<file path="src/rtl/ring_mod_mixer_if.sv">
// Bus bundle between the tone-generator side and ring_mod_mixer: per-channel
// operands and modes in, one mixed mono sample plus status out.
interface ring_mod_mixer_if #(
    parameter int BITSIZE  = 16,
    parameter int CHANNELS = 2
);
    logic                          lrclk;
    logic [CHANNELS*BITSIZE-1:0]   in1;
    logic [CHANNELS*BITSIZE-1:0]   in2;
    logic [2*CHANNELS-1:0]         mode;
    logic signed [BITSIZE-1:0]     out;
    logic                          out_valid;
    logic                          busy;
    logic                          overrun;

    modport master (
        output lrclk, in1, in2, mode,
        input  out, out_valid, busy, overrun
    );

    modport slave (
        input  lrclk, in1, in2, mode,
        output out, out_valid, busy, overrun
    );
endinterface

</file>
<file path="src/rtl/ring_mod_mixer.sv">
// N-channel ring modulator / mixer: serial shift-add Q1.(BITSIZE-1) multiply per channel on bclk,
// saturating sum into one mono sample per frame. Define RINGMOD_ROUND_EN for round-half-up scaling.
module ring_mod_mixer #(
    parameter int BITSIZE  = 16,
    parameter int CHANNELS = 2
) (
    input  logic              bclk,
    input  logic              resetn,
    ring_mod_mixer_if.slave   bus
);
    localparam int W  = BITSIZE;
    localparam int PW = 2 * BITSIZE;
    localparam int AW = BITSIZE + $clog2(CHANNELS) + 1;
    localparam int CW = (CHANNELS > 1) ? $clog2(CHANNELS) : 1;
    localparam int BW = $clog2(BITSIZE);

    localparam logic [1:0] S_IDLE = 2'd0;
    localparam logic [1:0] S_MUL  = 2'd1;
    localparam logic [1:0] S_ACC  = 2'd2;
    localparam logic [1:0] S_OUT  = 2'd3;

    localparam logic signed [PW-1:0] P_MAX = {{(PW-W+1){1'b0}}, {(W-1){1'b1}}};
    localparam logic signed [PW-1:0] P_MIN = {{(PW-W+1){1'b1}}, {(W-1){1'b0}}};
    localparam logic signed [AW-1:0] A_MAX = {{(AW-W+1){1'b0}}, {(W-1){1'b1}}};
    localparam logic signed [AW-1:0] A_MIN = {{(AW-W+1){1'b1}}, {(W-1){1'b0}}};
    localparam logic signed [W-1:0]  W_MAX = {1'b0, {(W-1){1'b1}}};
    localparam logic signed [W-1:0]  W_MIN = {1'b1, {(W-1){1'b0}}};
`ifdef RINGMOD_ROUND_EN
    localparam logic signed [PW-1:0] P_HALF = {{(PW-W+1){1'b0}}, 1'b1, {(W-2){1'b0}}};
`endif

    function automatic logic signed [PW-1:0] sext_p(input logic signed [W-1:0] v);
        return {{(PW-W){v[W-1]}}, v};
    endfunction

    function automatic logic signed [AW-1:0] sext_a(input logic signed [W-1:0] v);
        return {{(AW-W){v[W-1]}}, v};
    endfunction

    // Product back to Q1.(W-1); only -1 * -1 can exceed the positive limit.
    function automatic logic signed [W-1:0] scale_sat(input logic signed [PW-1:0] p);
        logic signed [PW-1:0] s;
`ifdef RINGMOD_ROUND_EN
        s = (p + P_HALF) >>> (W - 1);
`else
        s = p >>> (W - 1);
`endif
        if (s > P_MAX)      return W_MAX;
        else if (s < P_MIN) return W_MIN;
        else                return s[W-1:0];
    endfunction

    function automatic logic signed [W-1:0] acc_sat(input logic signed [AW-1:0] a);
        if (a > A_MAX)      return W_MAX;
        else if (a < A_MIN) return W_MIN;
        else                return a[W-1:0];
    endfunction

    function automatic logic signed [W-1:0] select_term(
        input logic [1:0]            m,
        input logic signed [PW-1:0]  p,
        input logic signed [W-1:0]   a,
        input logic signed [W-1:0]   b
    );
        case (m)
            2'b00:   return scale_sat(p);
            2'b01:   return a;
            2'b10:   return b;
            default: return '0;
        endcase
    endfunction

    logic [1:0]                  state_q, state_d;
    logic                        lrclk_q, lrclk_d;
    logic [CW-1:0]               ch_q, ch_d;
    logic [BW-1:0]               bit_q, bit_d;
    logic signed [AW-1:0]        acc_q, acc_d;
    logic signed [W-1:0]         out_q, out_d;
    logic                        out_valid_q, out_valid_d;
    logic                        busy_q, busy_d;
    logic                        overrun_q, overrun_d;

    logic [CHANNELS*W-1:0]       in1_q, in1_d;
    logic [CHANNELS*W-1:0]       in2_q, in2_d;
    logic [2*CHANNELS-1:0]       mode_q, mode_d;
    logic signed [PW-1:0]        prod_q, prod_d;
    logic signed [PW-1:0]        mcand_q, mcand_d;
    logic [W-1:0]                mplier_q, mplier_d;

    logic                        frame_edge;
    logic                        last_ch;
    logic [CHANNELS*W-1:0]       in1_nxt, in2_nxt;
    logic [2*CHANNELS-1:0]       mode_nxt;
    logic signed [W-1:0]         term;

    assign frame_edge = bus.lrclk & ~lrclk_q;
    assign last_ch    = (ch_q == CW'(CHANNELS - 1));

    // Latched operands are consumed as a shift queue: slot 0 is always the current channel.
    assign in1_nxt  = in1_q >> W;
    assign in2_nxt  = in2_q >> W;
    assign mode_nxt = mode_q >> 2;
    assign term     = select_term(mode_q[1:0], prod_q, in1_q[W-1:0], in2_q[W-1:0]);

    always_comb begin
        state_d     = state_q;
        lrclk_d     = bus.lrclk;
        ch_d        = ch_q;
        bit_d       = bit_q;
        acc_d       = acc_q;
        out_d       = out_q;
        out_valid_d = 1'b0;
        busy_d      = busy_q;
        overrun_d   = overrun_q | (frame_edge & busy_q);
        in1_d       = in1_q;
        in2_d       = in2_q;
        mode_d      = mode_q;
        prod_d      = prod_q;
        mcand_d     = mcand_q;
        mplier_d    = mplier_q;

        if (out_valid_q) busy_d = 1'b0;

        case (state_q)
            S_IDLE: begin
                if (frame_edge && !busy_q) begin
                    in1_d    = bus.in1;
                    in2_d    = bus.in2;
                    mode_d   = bus.mode;
                    mcand_d  = sext_p(bus.in1[W-1:0]);
                    mplier_d = bus.in2[W-1:0];
                    prod_d   = '0;
                    ch_d     = '0;
                    bit_d    = '0;
                    acc_d    = '0;
                    busy_d   = 1'b1;
                    state_d  = S_MUL;
                end
            end
            S_MUL: begin
                // The multiplier's sign bit carries weight -2^(W-1), so the last step subtracts.
                if (mplier_q[0]) begin
                    if (bit_q == BW'(W - 1)) prod_d = prod_q - mcand_q;
                    else                     prod_d = prod_q + mcand_q;
                end
                mcand_d  = mcand_q <<< 1;
                mplier_d = mplier_q >> 1;
                bit_d    = bit_q + BW'(1);
                if (bit_q == BW'(W - 1)) state_d = S_ACC;
            end
            S_ACC: begin
                acc_d = acc_q + sext_a(term);
                if (last_ch) begin
                    state_d = S_OUT;
                end else begin
                    ch_d     = ch_q + CW'(1);
                    in1_d    = in1_nxt;
                    in2_d    = in2_nxt;
                    mode_d   = mode_nxt;
                    mcand_d  = sext_p(in1_nxt[W-1:0]);
                    mplier_d = in2_nxt[W-1:0];
                    prod_d   = '0;
                    bit_d    = '0;
                    state_d  = S_MUL;
                end
            end
            S_OUT: begin
                out_d       = acc_sat(acc_q);
                out_valid_d = 1'b1;
                state_d     = S_IDLE;
            end
            default: state_d = S_IDLE;
        endcase
    end

    always_ff @(posedge bclk) begin
        if (!resetn) begin
            state_q     <= S_IDLE;
            lrclk_q     <= 1'b0;
            ch_q        <= '0;
            bit_q       <= '0;
            acc_q       <= '0;
            out_q       <= '0;
            out_valid_q <= 1'b0;
            busy_q      <= 1'b0;
            overrun_q   <= 1'b0;
        end else begin
            state_q     <= state_d;
            lrclk_q     <= lrclk_d;
            ch_q        <= ch_d;
            bit_q       <= bit_d;
            acc_q       <= acc_d;
            out_q       <= out_d;
            out_valid_q <= out_valid_d;
            busy_q      <= busy_d;
            overrun_q   <= overrun_d;
        end
    end

    // Datapath registers are only consumed after a frame latch, so they need no reset.
    always_ff @(posedge bclk) begin
        in1_q    <= in1_d;
        in2_q    <= in2_d;
        mode_q   <= mode_d;
        prod_q   <= prod_d;
        mcand_q  <= mcand_d;
        mplier_q <= mplier_d;
    end

    assign bus.out       = out_q;
    assign bus.out_valid = out_valid_q;
    assign bus.busy      = busy_q;
    assign bus.overrun   = overrun_q;
endmodule

</file>
<file path="src/flat_wrapper.sv">
// flat-port wrapper written by rule: the top's interface ports become plain ports
module ring_mod_mixer_flat 
#(
    parameter int BITSIZE  = 16,
    parameter int CHANNELS = 2
)
  (bclk, resetn, bus_lrclk, bus_in1, bus_in2, bus_mode, bus_out, bus_out_valid, bus_busy, bus_overrun);
  ring_mod_mixer_if #(.BITSIZE(BITSIZE), .CHANNELS(CHANNELS)) bus_i ();
  input  logic bclk;
  input  logic resetn;
  input wire logic [$bits(bus_i.lrclk)-1:0] bus_lrclk;
  input wire logic [$bits(bus_i.in1)-1:0] bus_in1;
  input wire logic [$bits(bus_i.in2)-1:0] bus_in2;
  input wire logic [$bits(bus_i.mode)-1:0] bus_mode;
  output wire logic [$bits(bus_i.out)-1:0] bus_out;
  output wire logic [$bits(bus_i.out_valid)-1:0] bus_out_valid;
  output wire logic [$bits(bus_i.busy)-1:0] bus_busy;
  output wire logic [$bits(bus_i.overrun)-1:0] bus_overrun;
  assign bus_i.lrclk = bus_lrclk;
  assign bus_i.in1 = bus_in1;
  assign bus_i.in2 = bus_in2;
  assign bus_i.mode = bus_mode;
  assign bus_out = bus_i.out;
  assign bus_out_valid = bus_i.out_valid;
  assign bus_busy = bus_i.busy;
  assign bus_overrun = bus_i.overrun;
  ring_mod_mixer #(.BITSIZE(BITSIZE), .CHANNELS(CHANNELS)) u_core (.bclk(bclk), .resetn(resetn), .bus(bus_i));
endmodule
</file>
<file path="config.mk">
export PLATFORM = sky130hd
export DESIGN_NAME = ring_mod_mixer_flat
export DESIGN_NICKNAME = d
export VERILOG_FILES = /design/src/rtl/ring_mod_mixer_if.sv /design/src/rtl/ring_mod_mixer.sv /design/src/flat_wrapper.sv
export SDC_FILE = /design/constraint.sdc
export NUM_CORES = 1
export LEC_CHECK = 0
export ABC_AREA = 1
export BUFFER_PORTS_ARGS = -buffer_cell sky130_fd_sc_hd__buf_2
export CAP_MARGIN = 20
export CORE_UTILIZATION = 60
export DETAILED_ROUTE_END_ITERATION = 8
export PLACE_DENSITY = 0.83
export REMOVE_ABC_BUFFERS = 1
export SETUP_SLACK_MARGIN = 0.1
export SLEW_MARGIN = 20
export SYNTH_ARGS = -nofsm -noshare
export SYNTH_HDL_FRONTEND = slang
export SYNTH_SLANG_ARGS = --single-unit
</file>
<file path="constraint.sdc">
create_clock -name bclk -period 13.3 [get_ports bclk]
set_input_delay 1.33 -clock bclk [delete_from_list [all_inputs] [get_ports bclk]]
set_output_delay 1.33 -clock bclk [all_outputs]
set_load 0.01 [all_outputs]
</file>
==> results.ini, run 1 <==
[cells_and_area]
final_net_count=1788
fin_util_pct=68.1
drive_above_1_share_pct=8.97
diodes=0
area.growth.synth_to_final_pct=11.0

[place]
gp_congestion=1.00
number_of_i_o_port_buffers=89
dp.final_hpwl_um=22400

[detailed_routing]
routed_via_density=5.65
drt_iter0_drc=995
routed_length_per_placed_instance_um=16.0
drt_pre_antenna_iters=6
routed_antenna_nets=0
route.final.wire_length_um=31000
num_vias=11000
drc_errors=0

[grt]
grt.met3_usage_pct=4.69
globalRouteOverflowTotal=0
vias_in_the_first_global_route=9740
grt.met1_usage_pct=41.7
grt.busiest_layer=met2
global_route.usage.met2_pct=49.6
grt_max_degree=88
grt.total_usage_pct=30.7
initial_antenna_violation_count=0
global_route_wire_length_before_repair_um=48400

[cts]
clk_root_buffer_cell=clkbuf_16
postCtsHoldBufs=0
clock_sinks=193
number_of_clock_buffers_inserted_by_tritoncts=17
clock_path_buffers=2
cts-htree-levels=4
ctsResizeCount=0
tritoncts_clock_tree=yes
cts_setup_buffers=0
cts.clk_slew.worst_paths_ps=90
worstSkewPairLatency_ps=450

[flow_run]
max_cap_violations=0

[sta]
finalSetupTns_ps=0
fin_hold_ws_ps=461
final_setup_skew_ps=12.8
setup_viol=0
grt_setup_unrepaired=no
final_hold_viol_count=0
timing.max_slew.rel_slack_pct=32.1
timing.final.crit_period_ps=3750
finalCritPeriodShare_pct=28.2
worst_slew_pin_slew_ps=1010
maxClockFrequency_mhz=267
slew_viol_final=0

[floorplan]
die_h_um=143
design.die.area_um2=20500
core-area_um2=19500
boundaryPins=90
initial_core_util_pct=61.3
rows=51
dieWidth_um=143

[worst_setup_path]
required_ps=13620
arrival_ps=4060
timing_worst_setup_path_type=reg -> reg
crit_path_start_kind=flip-flop
critPathMaxFanout=18
critical_path.endpoint_type=flip-flop
r2r_slack_ps=9550

[pwr]
total_power_mw=3.38
ir_worst_vdd_v=0.000147
pwr_density_nw_per_um2=254
p_leak_nw=6.11

[logic_synthesis]
synth_cell_type_count=40
synth-xor-area-share_pct=2.34
syn_area_per_cell_um2=7.53
syn-cell-area_um2=12000
synthesis.yosys.warnings=0
synthCells=1591
synth.yosys.seq_area_share_pct=44.6
synth-compound-area-share_pct=13.0
main_combinational_cell_family_by_area_after_synthesis=simple AND/OR/NAND/NOR gates
yosys.area_share.adder_pct=6.08
post_synth_mux_area_share_pct=0
synth_simple_gate_area_share_pct=26.0
synth-seq-cells=193

[hold_path]
worstHoldPathType=reg -> reg

[run_status]
outcome=finished, final reports clean

==> where the power goes <==
part	total (mW)	switching, mW	internal, mW
logic	1.71	1.20	0.505
registers	1.11	0.141	0.971
clock network	0.558	0.283	0.275
==> cell families (layout without fill, tap and decap cells) <==
kind of cell / Yosys count / in the layout
AO/OA/AOI/OAI: 298 / 298
XOR/XNOR: 32 / 32
adder cells (fa/ha/maj): 57 / 57
buffers and inverters: 249 / 331
flip-flops: 193 / 193
AND/OR/NAND/NOR: 762 / 762
==> metal layers <==
metal / wire (µm) / share of wire, %
met1: 13200 / 43
met2: 14300 / 46
met3: 2460 / 7.9
met4: 1040 / 3.3
met5: 0 / 0
==> through the flow <==
step           cell area, µm²  cells  setup slack (ps)
2_1_floorplan           11800   1544              7410
3_3_place_gp            12600   1906              9770
3_5_place_dp            12600   1906              9670
4_1_cts                 13300   1938              9650
5_1_grt                 13300   1938              9210
6_report                13300   1938              9550
==> worst max-delay path, stage by stage, from the launching register on <==
cell and delay [ps]:
edfxtp_1 620, nor3_1 900, o21ai_0 230, nand3_1 140, ha_1 230, inv_1 70
fa_1 370, inv_1 80, nand2_1 60, a21oi_1 320, nand2_1 90, nand2_1 140
nand2_1 90, nand2_1 70, nand2_1 50, nand3_1 70, a21oi_1 70
==> area by class of cell <==
class / count / area, µm²
inverters: 202 / 761
well taps: 265 / 332
multi-input cells: 1149 / 5690
fillers: 1636 / 6230
repair buffers: 97 / 505
clock inverters: 14 / 211
clock buffers: 18 / 450
flip-flops and latches: 193 / 5350
==> sequential cells by signal, indices dropped and copies added, names as in the netlist <==
signal	flops
u_core.prod_q	32
u_core.bus.out	16
u_core.ch_q	1
u_core.acc_q	18
u_core.mcand_q	32
u_core.mplier_q	16
u_core.lrclk_q	1
u_core.state_q	2
u_core.bus.busy	1
u_core.mode_q	4
u_core.in1_q	32
u_core.bus.out_valid	1
u_core.bit_q	4
u_core.in2_q	32
u_core.bus.overrun	1
==> placed cells by master (no fill, tap or decap), types with 6 or more instances in the layout <==
master / n
a21oi_1: 115
a31oi_1: 18
buf_2: 89
buf_4: 8
clkbuf_16: 18
clkinv_8: 7
dfxtp_1: 45
edfxtp_1: 148
ha_1: 53
inv_1: 194
nand2_1: 439
nand3_1: 107
nand3b_1: 6
nor2_1: 176
nor3_1: 8
o21ai_0: 147
xor2_1: 32
==> synthesized netlist by cell type, drive strengths merged <==
cell type	number	area, µm²
ha	55	688
buf	19	83.8
nand2	440	1650
dfxtp	45	901
clkinv	4	15.0
nor3b	2	15.0
a21o	4	30.0
inv	198	746
a31oi	18	113
and2	6	37.5
a21oi	116	584
nor3	10	66.3
nand3	108	546
nand4	5	31.3
edfxtp	148	4440
a211oi	1	7.51
o21a	5	37.5
o31ai	1	7.51
or2	5	31.3
clkbuf	28	105
nand3b	6	45.0
fa	2	40.0
and3	1	6.26
xor2	32	280
o21bai	2	15.0
nor2	179	677
o311a	1	10.0
o21ai	150	758
==> final timing paths <==
check                                 start                        endpoint  depth (start not counted)
max reg2reg      u_core.mode_q[0]$_DFFE_PP_   u_core.acc_q[16]$_SDFFE_PN0P_                         16
min          u_core.bus.out[9]$_SDFFE_PN0P_  u_core.bus.out[9]$_SDFFE_PN0P_                          2
max              u_core.mode_q[0]$_DFFE_PP_   u_core.acc_q[16]$_SDFFE_PN0P_                         16
min reg2reg  u_core.bus.out[9]$_SDFFE_PN0P_  u_core.bus.out[9]$_SDFFE_PN0P_                          2
No activity file was read; power rests on OpenSTA's default activity.
==> run 2: changes to the inputs <==
clock period = 3.8 ns   (was 13.3 ns; I/O delays follow)
==> run 2 against run 1 <==
Non-clock buffer count up 4. Die area unchanged. Core utilization up 0.20 points. Critical path depth up 2. Register-to-register slack worse by 9200 ps.
==> results.ini, run 2 (synthesis results as in run 1) <==
[run_status]
outcome=finished, final reports clean

[cells_and_area]
diodes=0  ; unchanged
cell_area_after_layout_um2=13300  ; +0.29%
drive_above_1_share_pct=9.36  ; +0.40 points
most-common-layout-cells=nand2_1 (438), inv_1 (194), nor2_1 (174), edfxtp_1 (148), o21ai_0 (145)
final_net_count=1792  ; +0.22%
most_common_library_cell_in_the_layout_ignoring_fill_and_taps=nand2_1
area.growth.synth_to_final_pct=11.4

[detailed_routing]
route.met3.wl_um=2370  ; -3.6%
highest_layer=met4
drt_pre_antenna_iters=6  ; unchanged
drt_iter0_drc=1077  ; +8.2%
num_vias=10800  ; -1.3%
routed_via_density=5.57  ; -1.5%
route.final.wire_length_um=30900  ; -0.44%
drc_errors=0  ; unchanged
routed_length_per_placed_instance_um=15.9  ; -0.65%
wl_met2_um=14400  ; +0.31%
drt-met1-wl_um=13200  ; -0.31%
routed_antenna_nets=0  ; unchanged

[place]
dp.final_hpwl_um=22700  ; +1.1%
pre_cts_slack_ps=330  ; -9340 ps
postPlaceCellArea_um2=12700  ; +0.34%
gp_congestion=0.981  ; -2.1%
number_of_i_o_port_buffers=89  ; unchanged

[sta]
slew_viol_final=0  ; unchanged
maxClockFrequency_mhz=291  ; +9.1%
timing.max_slew.rel_slack_pct=36.1  ; +4.0 points
layout_setup_ws_ps=368  ; -9190 ps
final_hold_viol_count=0  ; unchanged
timing.final.crit_period_ps=3430  ; -313 ps
final_setup_skew_ps=14.6  ; +1.85 ps
worst_slew_pin_slew_ps=959  ; -51.6 ps
finalSetupTns_ps=0  ; unchanged
finalCritPeriodShare_pct=90.3  ; +62 points
setup_viol=0  ; unchanged
fin_hold_ws_ps=138  ; -323 ps
grt_setup_unrepaired=yes

[cts]
tritoncts_clock_tree=yes
number_of_clock_buffers_inserted_by_tritoncts=17  ; unchanged
ctsResizeCount=0  ; unchanged
worstSkewPairLatency_ps=450  ; about the same
clk_root_buffer_cell=clkbuf_16
clock_sinks=193  ; unchanged
cts_setup_buffers=0  ; unchanged
cts-htree-levels=4  ; unchanged
postCtsHoldBufs=0  ; unchanged
cts.clk_slew.worst_paths_ps=90  ; about the same
clock_path_buffers=2  ; unchanged

[worst_setup_path]
crit_path_start_kind=flip-flop
critical_path.endpoint_type=flip-flop
timing_worst_setup_path_type=reg -> reg
critPathMaxFanout=5  ; -13
arrival_ps=3640  ; -420 ps
required_ps=4010  ; -9610 ps

[pwr]
ir_worst_vdd_v=0.000595  ; +300%
pwr_density_nw_per_um2=887  ; +250%
total_power_mw=11.8  ; +250%
p_leak_nw=6.13  ; +0.30%

[grt]
grt_max_degree=83  ; -5.7%
vias_in_the_first_global_route=9926  ; +1.9%
globalRouteOverflowTotal=0  ; unchanged
global_route_wire_length_before_repair_um=48900  ; +0.97%
initial_antenna_violation_count=0  ; unchanged
grt.total_usage_pct=31.1  ; +0.34 points

[floorplan]
boundaryPins=90  ; unchanged
core-area_um2=19500  ; unchanged
design.die.area_um2=20500  ; unchanged
dieWidth_um=143  ; unchanged
die_h_um=143  ; unchanged
initial_core_util_pct=61.3  ; unchanged
rows=51  ; unchanged

[hold_path]
worstHoldPathType=in -> reg

[flow_run]
max_cap_violations=0  ; unchanged

-- run 2: metal layers --
metal | vias to the layer above | GRT usage [%]
met1 | 4858 | 42.3
met3 | 72 | 3.52
met2 | 489 | 50.5
met5 | - | 0
li1 | 5396 | -
met4 | 0 | 12.9
-- run 2: metrics by stage --
stage | util, % | std cells
6_report | 68.3 | 1942
5_1_grt | 68.3 | 1942
3_5_place_dp | 64.9 | 1910
4_1_cts | 68.3 | 1942
2_1_floorplan | - | 1544
3_3_place_gp | 64.9 | 1910
-- run 2: worst paths after layout --
kind	from	to	slack, ps	cells past startpoint
worst max register to register	u_core.mcand_q[0]$_DFFE_PP_	u_core.prod_q[21]$_SDFFCE_PN0P_	370	18
worst max-delay path	u_core.mcand_q[0]$_DFFE_PP_	u_core.prod_q[21]$_SDFFCE_PN0P_	370	18
worst min-delay path	bus_lrclk	u_core.lrclk_q$_SDFF_PN0_	140	3
worst min register to register	u_core.bus.out[13]$_SDFFE_PN0P_	u_core.bus.out[13]$_SDFFE_PN0P_	460	2
-- run 2: power by group --
part,internal (mW),switching [mW],total (mW),leakage [nW]
clock,0.941,1.02,1.96,0.312
combinational,1.79,4.23,6.02,4.01
sequential,3.39,0.453,3.84,1.81
-- run 2: critical path, stage by stage, from the launching register on --
cell and delay [ps]:
edfxtp_1 410, inv_1 120, ha_1 220, nand3_2 120, nor2_1 150, nand2_1 110, nor2_2 150, nand2_1 100
o21ai_1 170, xor2_1 270, ha_1 330, a21oi_1 200, o21ai_0 180, a21oi_1 200, nand2_2 140, nand2_1 80
nand2_1 80, nor2_1 100, nor2_1 60
-- run 2: final cells by class --
class | instances | area, µm²
well taps | 265 | 332
fillers | 1615 | 6190
inverters | 202 | 761
clock inverters | 15 | 225
flip-flops and latches | 193 | 5350
multi-input cells | 1149 | 5700
clock buffers | 17 | 425
repair buffers | 101 | 548
